$ cat config.mk
export PLATFORM = sky130hd
export DESIGN_NAME = toast_lsu
export DESIGN_NICKNAME = d
export VERILOG_FILES = /design/src/rtl/toast_lsu_pkg.sv /design/src/rtl/lsu_load_align.sv /design/src/rtl/toast_lsu.sv
export SDC_FILE = /design/constraint.sdc
export NUM_CORES = 1
export LEC_CHECK = 0
export ABC_CLOCK_PERIOD_IN_PS = 4300
export BUFFER_PORTS_ARGS = -buffer_cell sky130_fd_sc_hd__buf_2
export CAP_MARGIN = 20
export CORE_MARGIN = 10
export CORE_UTILIZATION = 53
export CTS_CLUSTER_DIAMETER = 120
export DETAILED_ROUTE_END_ITERATION = 10
export PLACE_DENSITY = 0.82
export SLEW_MARGIN = 0
export SYNTH_ARGS = -nofsm -noshare
export SYNTH_HDL_FRONTEND = slang
export SYNTH_SLANG_ARGS = --single-unit
$ cat constraint.sdc
create_clock -name Clk -period 4.3 [get_ports Clk]
set_clock_uncertainty 0.15 [all_clocks]
set_input_delay 0.215 -clock Clk [delete_from_list [all_inputs] [get_ports Clk]]
set_output_delay 0.215 -clock Clk [all_outputs]
set_load 0.01 [all_outputs]
$ cat src/rtl/toast_lsu_pkg.sv
// Shared encodings for the load/store unit: funct3 codes, FSM states,
// byte-enable patterns and request legality helpers.
package toast_lsu_pkg;

  localparam logic [2:0] F3_B  = 3'b000;
  localparam logic [2:0] F3_H  = 3'b001;
  localparam logic [2:0] F3_W  = 3'b010;
  localparam logic [2:0] F3_BU = 3'b100;
  localparam logic [2:0] F3_HU = 3'b101;

  typedef enum logic [1:0] {IDLE, ISSUE, WAIT, RESP} lsu_state_t;

  localparam logic [3:0] BE_B0  = 4'b0001;
  localparam logic [3:0] BE_B1  = 4'b0010;
  localparam logic [3:0] BE_B2  = 4'b0100;
  localparam logic [3:0] BE_B3  = 4'b1000;
  localparam logic [3:0] BE_HLO = 4'b0011;
  localparam logic [3:0] BE_HHI = 4'b1100;
  localparam logic [3:0] BE_W   = 4'b1111;

  function automatic logic f3_illegal(input logic we, input logic [2:0] f3);
    if (we) return (f3 >= 3'b011);
    return (f3 == 3'b011) || (f3 == 3'b110) || (f3 == 3'b111);
  endfunction

  // Only meaningful for legal funct3: BU/HU share the size bits of B/H.
  function automatic logic f3_misaligned(input logic [2:0] f3, input logic [1:0] a);
    case (f3[1:0])
      2'b01:   return a[0];
      2'b10:   return (a != 2'b00);
      default: return 1'b0;
    endcase
  endfunction

endpackage

$ cat src/rtl/lsu_load_align.sv
// Combinational load extraction: pick the byte/half selected by the low
// address bits out of the read word and sign- or zero-extend it.
module lsu_load_align
  import toast_lsu_pkg::*;
(
  input  logic [31:0] rd_data,
  input  logic [1:0]  addr_lo,
  input  logic [2:0]  funct3,
  output logic [31:0] result
);

  logic [31:0] shifted;

  always_comb begin
    shifted = rd_data >> {addr_lo, 3'b000};
    case (funct3)
      F3_B:    result = {{24{shifted[7]}}, shifted[7:0]};
      F3_BU:   result = {24'h0, shifted[7:0]};
      F3_H:    result = {{16{shifted[15]}}, shifted[15:0]};
      F3_HU:   result = {16'h0, shifted[15:0]};
      default: result = rd_data;
    endcase
  end

endmodule

$ cat src/rtl/toast_lsu.sv
// Load/store unit driving a registered one-cycle-latency data memory.
// One request at a time; all outputs registered; faults never touch memory.
module toast_lsu
  import toast_lsu_pkg::*;
#(
  parameter int ADDR_W = 32,
  parameter int TAG_W  = 5
) (
  input  logic              Clk,
  input  logic              Reset_n,
  input  logic              Req_valid,
  output logic              Req_ready,
  input  logic              Req_we,
  input  logic [2:0]        Req_funct3,
  input  logic [ADDR_W-1:0] Req_addr,
  input  logic [31:0]       Req_wdata,
  input  logic [TAG_W-1:0]  Req_tag,
  output logic              Rsp_valid,
  output logic [31:0]       Rsp_data,
  output logic [TAG_W-1:0]  Rsp_tag,
  output logic              Fault_misaligned,
  output logic              Fault_illegal,
  output logic [ADDR_W-1:0] DMEM_addr,
  output logic [31:0]       DMEM_wr_data,
  output logic [3:0]        DMEM_wr_byte_en,
  output logic              DMEM_wr_en,
  output logic              DMEM_rst,
  input  logic [31:0]       DMEM_rd_data
);

  lsu_state_t       state, next_state;
  logic             we_q;
  logic [2:0]       f3_q;
  logic [1:0]       alo_q;
  logic [TAG_W-1:0] tag_q;

  logic             accept, illegal, misaligned, go;
  logic [3:0]       st_be;
  logic [31:0]      st_data;
  logic [31:0]      load_result;

  assign accept     = Req_valid & Req_ready;
  assign illegal    = f3_illegal(Req_we, Req_funct3);
  assign misaligned = !illegal && f3_misaligned(Req_funct3, Req_addr[1:0]);
  assign go         = accept && !illegal && !misaligned;

  always_comb begin
    st_be   = BE_W;
    st_data = Req_wdata;
    case (Req_funct3)
      F3_B: begin
        st_be   = BE_B0 << Req_addr[1:0];
        st_data = {4{Req_wdata[7:0]}};
      end
      F3_H: begin
        st_be   = Req_addr[1] ? BE_HHI : BE_HLO;
        st_data = {2{Req_wdata[15:0]}};
      end
      default: ;
    endcase
  end

  lsu_load_align u_align (
    .rd_data (DMEM_rd_data),
    .addr_lo (alo_q),
    .funct3  (f3_q),
    .result  (load_result)
  );

  always_ff @(posedge Clk or negedge Reset_n) begin
    if (!Reset_n) state <= IDLE;
    else          state <= next_state;
  end

  always_comb begin
    next_state = state;
    case (state)
      IDLE:    if (go) next_state = ISSUE;
      ISSUE:   next_state = we_q ? IDLE : WAIT;
      WAIT:    next_state = RESP;
      RESP:    next_state = IDLE;
      default: next_state = IDLE;
    endcase
  end

  always_ff @(posedge Clk or negedge Reset_n) begin
    if (!Reset_n) begin
      Req_ready        <= 1'b0;
      Rsp_valid        <= 1'b0;
      Rsp_data         <= '0;
      Rsp_tag          <= '0;
      Fault_misaligned <= 1'b0;
      Fault_illegal    <= 1'b0;
      DMEM_addr        <= '0;
      DMEM_wr_data     <= '0;
      DMEM_wr_byte_en  <= '0;
      DMEM_wr_en       <= 1'b0;
      DMEM_rst         <= 1'b1;
      we_q             <= 1'b0;
      f3_q             <= '0;
      alo_q            <= '0;
      tag_q            <= '0;
    end else begin
      Req_ready        <= (next_state == IDLE);
      Fault_illegal    <= accept && illegal;
      Fault_misaligned <= accept && misaligned;
      Rsp_valid        <= (state == WAIT);
      DMEM_wr_en       <= 1'b0;
      DMEM_rst         <= 1'b1;
      if (go) begin
        DMEM_addr <= Req_addr;
        we_q      <= Req_we;
        f3_q      <= Req_funct3;
        alo_q     <= Req_addr[1:0];
        tag_q     <= Req_tag;
        if (Req_we) begin
          DMEM_wr_en      <= 1'b1;
          DMEM_wr_byte_en <= st_be;
          DMEM_wr_data    <= st_data;
        end else begin
          DMEM_rst <= 1'b0;
        end
      end
      // Read data is valid during WAIT; capture it for the RESP cycle.
      if (state == WAIT) begin
        Rsp_data <= load_result;
        Rsp_tag  <= tag_q;
      end
    end
  end

endmodule

---- After elaboration in Yosys (flattened, before gate mapping) ----
Cells that the tools add are included.
cells by class
  equal/unequal tests ..................... 12
  muxes and demuxes ....................... 13
  reductions and logical operators ........ 15
  div/mod/pow operators ................... 0
  $lt $le $gt $ge ......................... 1
  shift operators ......................... 2
  multiply operators ...................... 0
  $add $sub $neg .......................... 0
  bitwise gates (word level) .............. 1
operators with widths
  cell                   number
  $pmux W32 S4           1
  $pmux W32 S2           1
  $shr A32 B5 Y16        1
  $eq A3 B3 Y1 const B   4
  $pmux W2 S4            1
  $pmux W4 S2            1
  $eq A2 B2 Y1 const B   3
  $eq A3 B1 Y1 const B   2
  $logic_not A3 Y1       2
  $logic_and A1 B1 Y1    5
  $mux W1                5
  $eq A2 B1 Y1 const B   2
  $logic_not A2 Y1       2
  $mux W2                2
  $mux W4                1
  $shl A1 B2 Y4 const A  1
  $eq A3 B2 Y1 const B   1
  $ge A3 B2 Y1 const B   1
  $logic_not A1 Y1       2
  $logic_or A1 B1 Y1     2
  $pmux W1 S2            1
  $reduce_and A2 Y1      1
  $reduce_bool A2 Y1     1
  $and A1 B1 Y1          1
word-level totals
  bits in latches ......................... 0
  input bits .............................. 108
  output and inout bits ................... 111
  bits in read-only memories .............. 0
  register bits after elaboration ......... 124
  memories kept ........................... 0
  word-level logic and storage cells ...... 60
  memory bits (writable) .................. 0

---- Depth between registers and ports, before layout ----
  word-level depth ........................ 11
  gate-level depth with buffers ........... 9
  depth with buffers taken out ............ 6

---- Modules after synthesis ----
Synthesis repeated with hierarchy kept, for this count alone.
second synthesis, totals
  cells, all modules ...................... 445
  area, all modules ....................... 5864.4 um^2
by module, submodules not included
  module          times used  area each (um^2)  cells an instance  sequential area each (um^2)
  toast_lsu       1           5148.7            334                3054.2
  lsu_load_align  1           715.7             111                0.0

---- Worst setup path after synthesis ----
Ideal clock, no wire load.
  path type ............................... input to register
  start ................................... in Req_funct3[0]
  end ..................................... reg DMEM_wr_data[24]
  data arrival time ....................... 1.647 ns
  slack ................................... 2.376 ns
  stages .................................. 8
  buffers on the path ..................... 2
  required time ........................... 4.023 ns
  path through ............................ inv_1 -> ha_1 -> a21oi_2 -> o2111ai_2 -> nor3b_2 -> buf_6 -> buf_12 -> mux2_1
between the ends
  longest elaborated chain between the ends .. 9
  elaborated cells between the ends (all ways) .. 20
  those cells by class .................... order compare (1); eq/ne (6); mux (4); reduce/logical (9)
ends and longest elaborated chain
  item                                                  RTL line          text
  from (decl)                                           toast_lsu.sv:14   input logic [2:0] Req_funct3,
  branches (longest 9 deep; another with $ge A3 B2 Y1)  -
  to (signal assigned)                                  toast_lsu.sv:119  DMEM_wr_data <= st_data;
  to (decl)                                             toast_lsu.sv:24   output logic [31:0] DMEM_wr_data,
Several ways; the timed one is not identified. The select of a mux whose other input is x is not followed.
A chain may end at the register's enable or synchronous reset.

---- Final worst setup path ----
  start ................................... in Req_funct3[1]
  end ..................................... reg DMEM_wr_data[7]
between the ends
  longest elaborated chain between the ends .. 9
  elaborated cells between the ends (all ways) .. 17
  those cells by class .................... order compare (1); eq/ne (5); mux (3); reduce/logical (8)
ends and longest elaborated chain
  item                                                  RTL line         text
  branches (longest 7 deep; another with $ge A3 B2 Y1)  -
  $logic_and A1 B1 Y1 (*)                               toast_lsu.sv:45  assign go = accept && !illegal && !misaligned;
  $reduce_and A2 Y1 (no source line) (*)                -
Every way passes the cells marked *. The select of a mux whose other input is x is not followed.

==> flow_summary.toml <==
[floorplanning]
floorplan.initialDensity_pct = 54.7
fp-row-count = 37
die_area_mm2 = 0.0152
ios = 219
fp.dieH_um = 123
core_area_mm2 = 0.0104
die_x_um = 123

[clock_tree]
cts_buffers = 17
post_cts_buffers = 0
cts_resized = 0
path_clk_slew_ns = 0.06
cts_tree = "yes"
clkSinkCount = 122
htreeDepth = 4
clock_path_buffers = 2
clkLatencyLatePin_ns = 0.51
ctsHoldBuffers = 109
root_buffer = "clkbuf_8"

[synthesis]
synth_top_family_by_area = "multiplexers"
synthCells = 475
synth_compound_area_share_pct = 14.2
synthAdderAreaFrac_pct = 0.882
synthSimpleGateAreaFrac_pct = 7.30
yosys-top-cells-area = "dfrtp_1, mux2_2, mux2_4, nand2_1, o21ai_0"
yosysTopAreaCell = "dfrtp_1"
synth-seq-cells = 122
synth_top_cell_area_share_pct = 53.4
synth_cell_types = 44
avgSynthCellArea_um2 = 11.9
syn_area_mm2 = 0.00568
ys.flop_type = "dfrtp_1"
syn_nets = 587
yosysSeqAreaShare_pct = 53.8
yosysWarnings = 0
synthTopCellsByCount = "dfrtp_1, mux2_2, nand2_1"
async_flop_share_pct = 100
synth_edf_count = 0
synth_mux_area_share_pct = 19.5
synth_xor_area_share_pct = 0
yosysMostFrequentCell = "dfrtp_1"

[setup_path]
cp.arrival_ns = 3.14
critical_path.endpoint_type = "flop"
required_ns = 4.54
rr_worst_depth = 4
r2r_start = "DMEM_addr[1]$_DFFE_PN0P_"
reg2reg_setup_slack_ns = 1.84
crit_fanout = 25
r2r_end = "Rsp_data[10]$_DFFE_PN0P_"
path_class = "primary input to flop"
cp-start-kind = "primary input"

[detailed_routing]
wirelength_mm = 20.6
detail_route.wl_per_cell_um = 21.8
antenna_left = 0
drtPass1Iterations = 5
via_per_inst = 5.72
drt-initial-drc-count = 596
drc = 0
vias = 5386

[sta]
tightest_slew_ns = 0.835
max_freq_mhz = 345
final_hold_viol_count = 0
period_share_pct = 67.4
rsz0062_at_grt = "no"
fin_hold_ws_ns = 0.0460
slew_viol_final = 0
post-route-min-period_ns = 2.90
max_slew_margin_pct = 44.2
setup_viol = 0
setup_tns_ns = 0

[finish]
nets = 905
syn2layout_area_growth_pct = 50.8
multiInputGateArea_mm2 = 0.00239
layout.area.seq_mm2 = 0.00305
design_area_mm2 = 0.00856
fin_util_pct = 82.6
fill_cells = 578
drive_above_1_share_pct = 43.2

[grt]
grt_max_degree = 53
grt_antenna_before_repair = 2
grt_usage_pct = 27.3
grt_pass1_wl_mm = 31.9
grt-ovfl-total = 0
grt_pass1_vias = 5927

[placement]
dp_hpwl_mm = 12.4
place_area_mm2 = 0.00679
gp_congestion = 0.911
io_buffers = 218

[power]
leakage_nw = 4.07
p_per_area_mw_per_mm2 = 707
power.total_mw = 6.05
ir_drop_mv = 0.462

[outcome]
status = "finished clean"

[job]
cap_violations = 0

[min_path]
hold_class = "primary input to asynchronous set/reset pin"
==> critical path, stage by stage <==
cell and delay [ns]:
dlygate4sd3_1 0.54, buf_2 0.16, inv_1 0.07, ha_1 0.35
nand3_1 0.18, nand2_1 0.19, nor3b_4 0.76, buf_12 0.29
mux2_2 0.39
==> per-layer routing <==
layer	part of all wire (%)	wire length (um)	vias to the layer above	track usage, %
met5	0	0	-	0
met4	5.8	1190	0	17.9
met3	8.7	1790	97	9.34
met2	51	10500	337	45.8
met1	34	7050	2600	28.7
li1	-	-	2352	-
==> registers in the layout, indices dropped and copies added (netlist names), 2 cells and up <==
name / cells
f3_q: 3
Rsp_data: 32
Rsp_tag: 5
state: 2
DMEM_wr_data: 32
DMEM_wr_byte_en: 4
DMEM_addr: 32
tag_q: 5
==> cell usage in the layout, fill, tap and decap left out, types with 9 or more instances in the layout <==
cell / instances
a21oi_1: 28
buf_2: 217
clkbuf_16: 16
dfrtp_1: 121
dlygate4sd3_1: 109
mux2_2: 67
mux2_4: 14
mux2i_1: 12
nand2_1: 41
nand3b_1: 9
nor2_1: 23
o21ai_0: 29
o22ai_1: 23
==> through the flow <==
| step | cells | worst slack [ns] |
|---|---|---|
| after floorplan | 475 | 2.38 |
| after global placement | 798 | 1.61 |
| after global routing | 942 | 1.25 |
| after detailed placement | 798 | 1.52 |
| after CTS | 937 | 1.48 |
| final | 942 | 1.40 |
==> cells by family after synthesis <==
family,after synthesis
flops,122
compound gates,121
fa+ha+maj,4
buf+inv,45
simple gates,88
mux,95
==> layout make-up <==
| class | instances | area share [%] |
|---|---|---|
| Sequential cell | 122 | 35.7 |
| Multi-Input combinational cell | 308 | 27.9 |
| Timing Repair Buffer | 336 | 26.9 |
| Clock buffer | 24 | 5.85 |
| Tap cell | 136 | 1.99 |
| Clock inverter | 6 | 1.29 |
| Inverter | 8 | 0.351 |
| Antenna cell | 2 | 0.0585 |
==> worst max path at each step <==
| stage | from | endpoint | slack [ns] | cells after the start |
|---|---|---|---|---|
| after floorplan | Req_funct3[0] | DMEM_wr_data[24]$_DFFE_PN0P_ | 2.38 | 8 |
| after global placement | Req_funct3[1] | DMEM_wr_data[13]$_DFFE_PN0P_ | 1.61 | 8 |
| after detailed placement | Req_funct3[0] | DMEM_wr_data[5]$_DFFE_PN0P_ | 1.52 | 8 |
| after CTS | Req_funct3[1] | DMEM_wr_data[13]$_DFFE_PN0P_ | 1.48 | 9 |
| after global routing | Req_funct3[1] | DMEM_wr_data[7]$_DFFE_PN0P_ | 1.25 | 9 |
| final | Req_funct3[1] | DMEM_wr_data[7]$_DFFE_PN0P_ | 1.40 | 9 |
==> power breakdown <==
group / switching (mW) / total [mW] / internal (mW)
sequential: 0.454 / 2.17 / 1.72
clock: 0.498 / 1.47 / 0.969
combinational: 1.27 / 2.42 / 1.14
No activity file was read; power rests on OpenSTA's default activity.
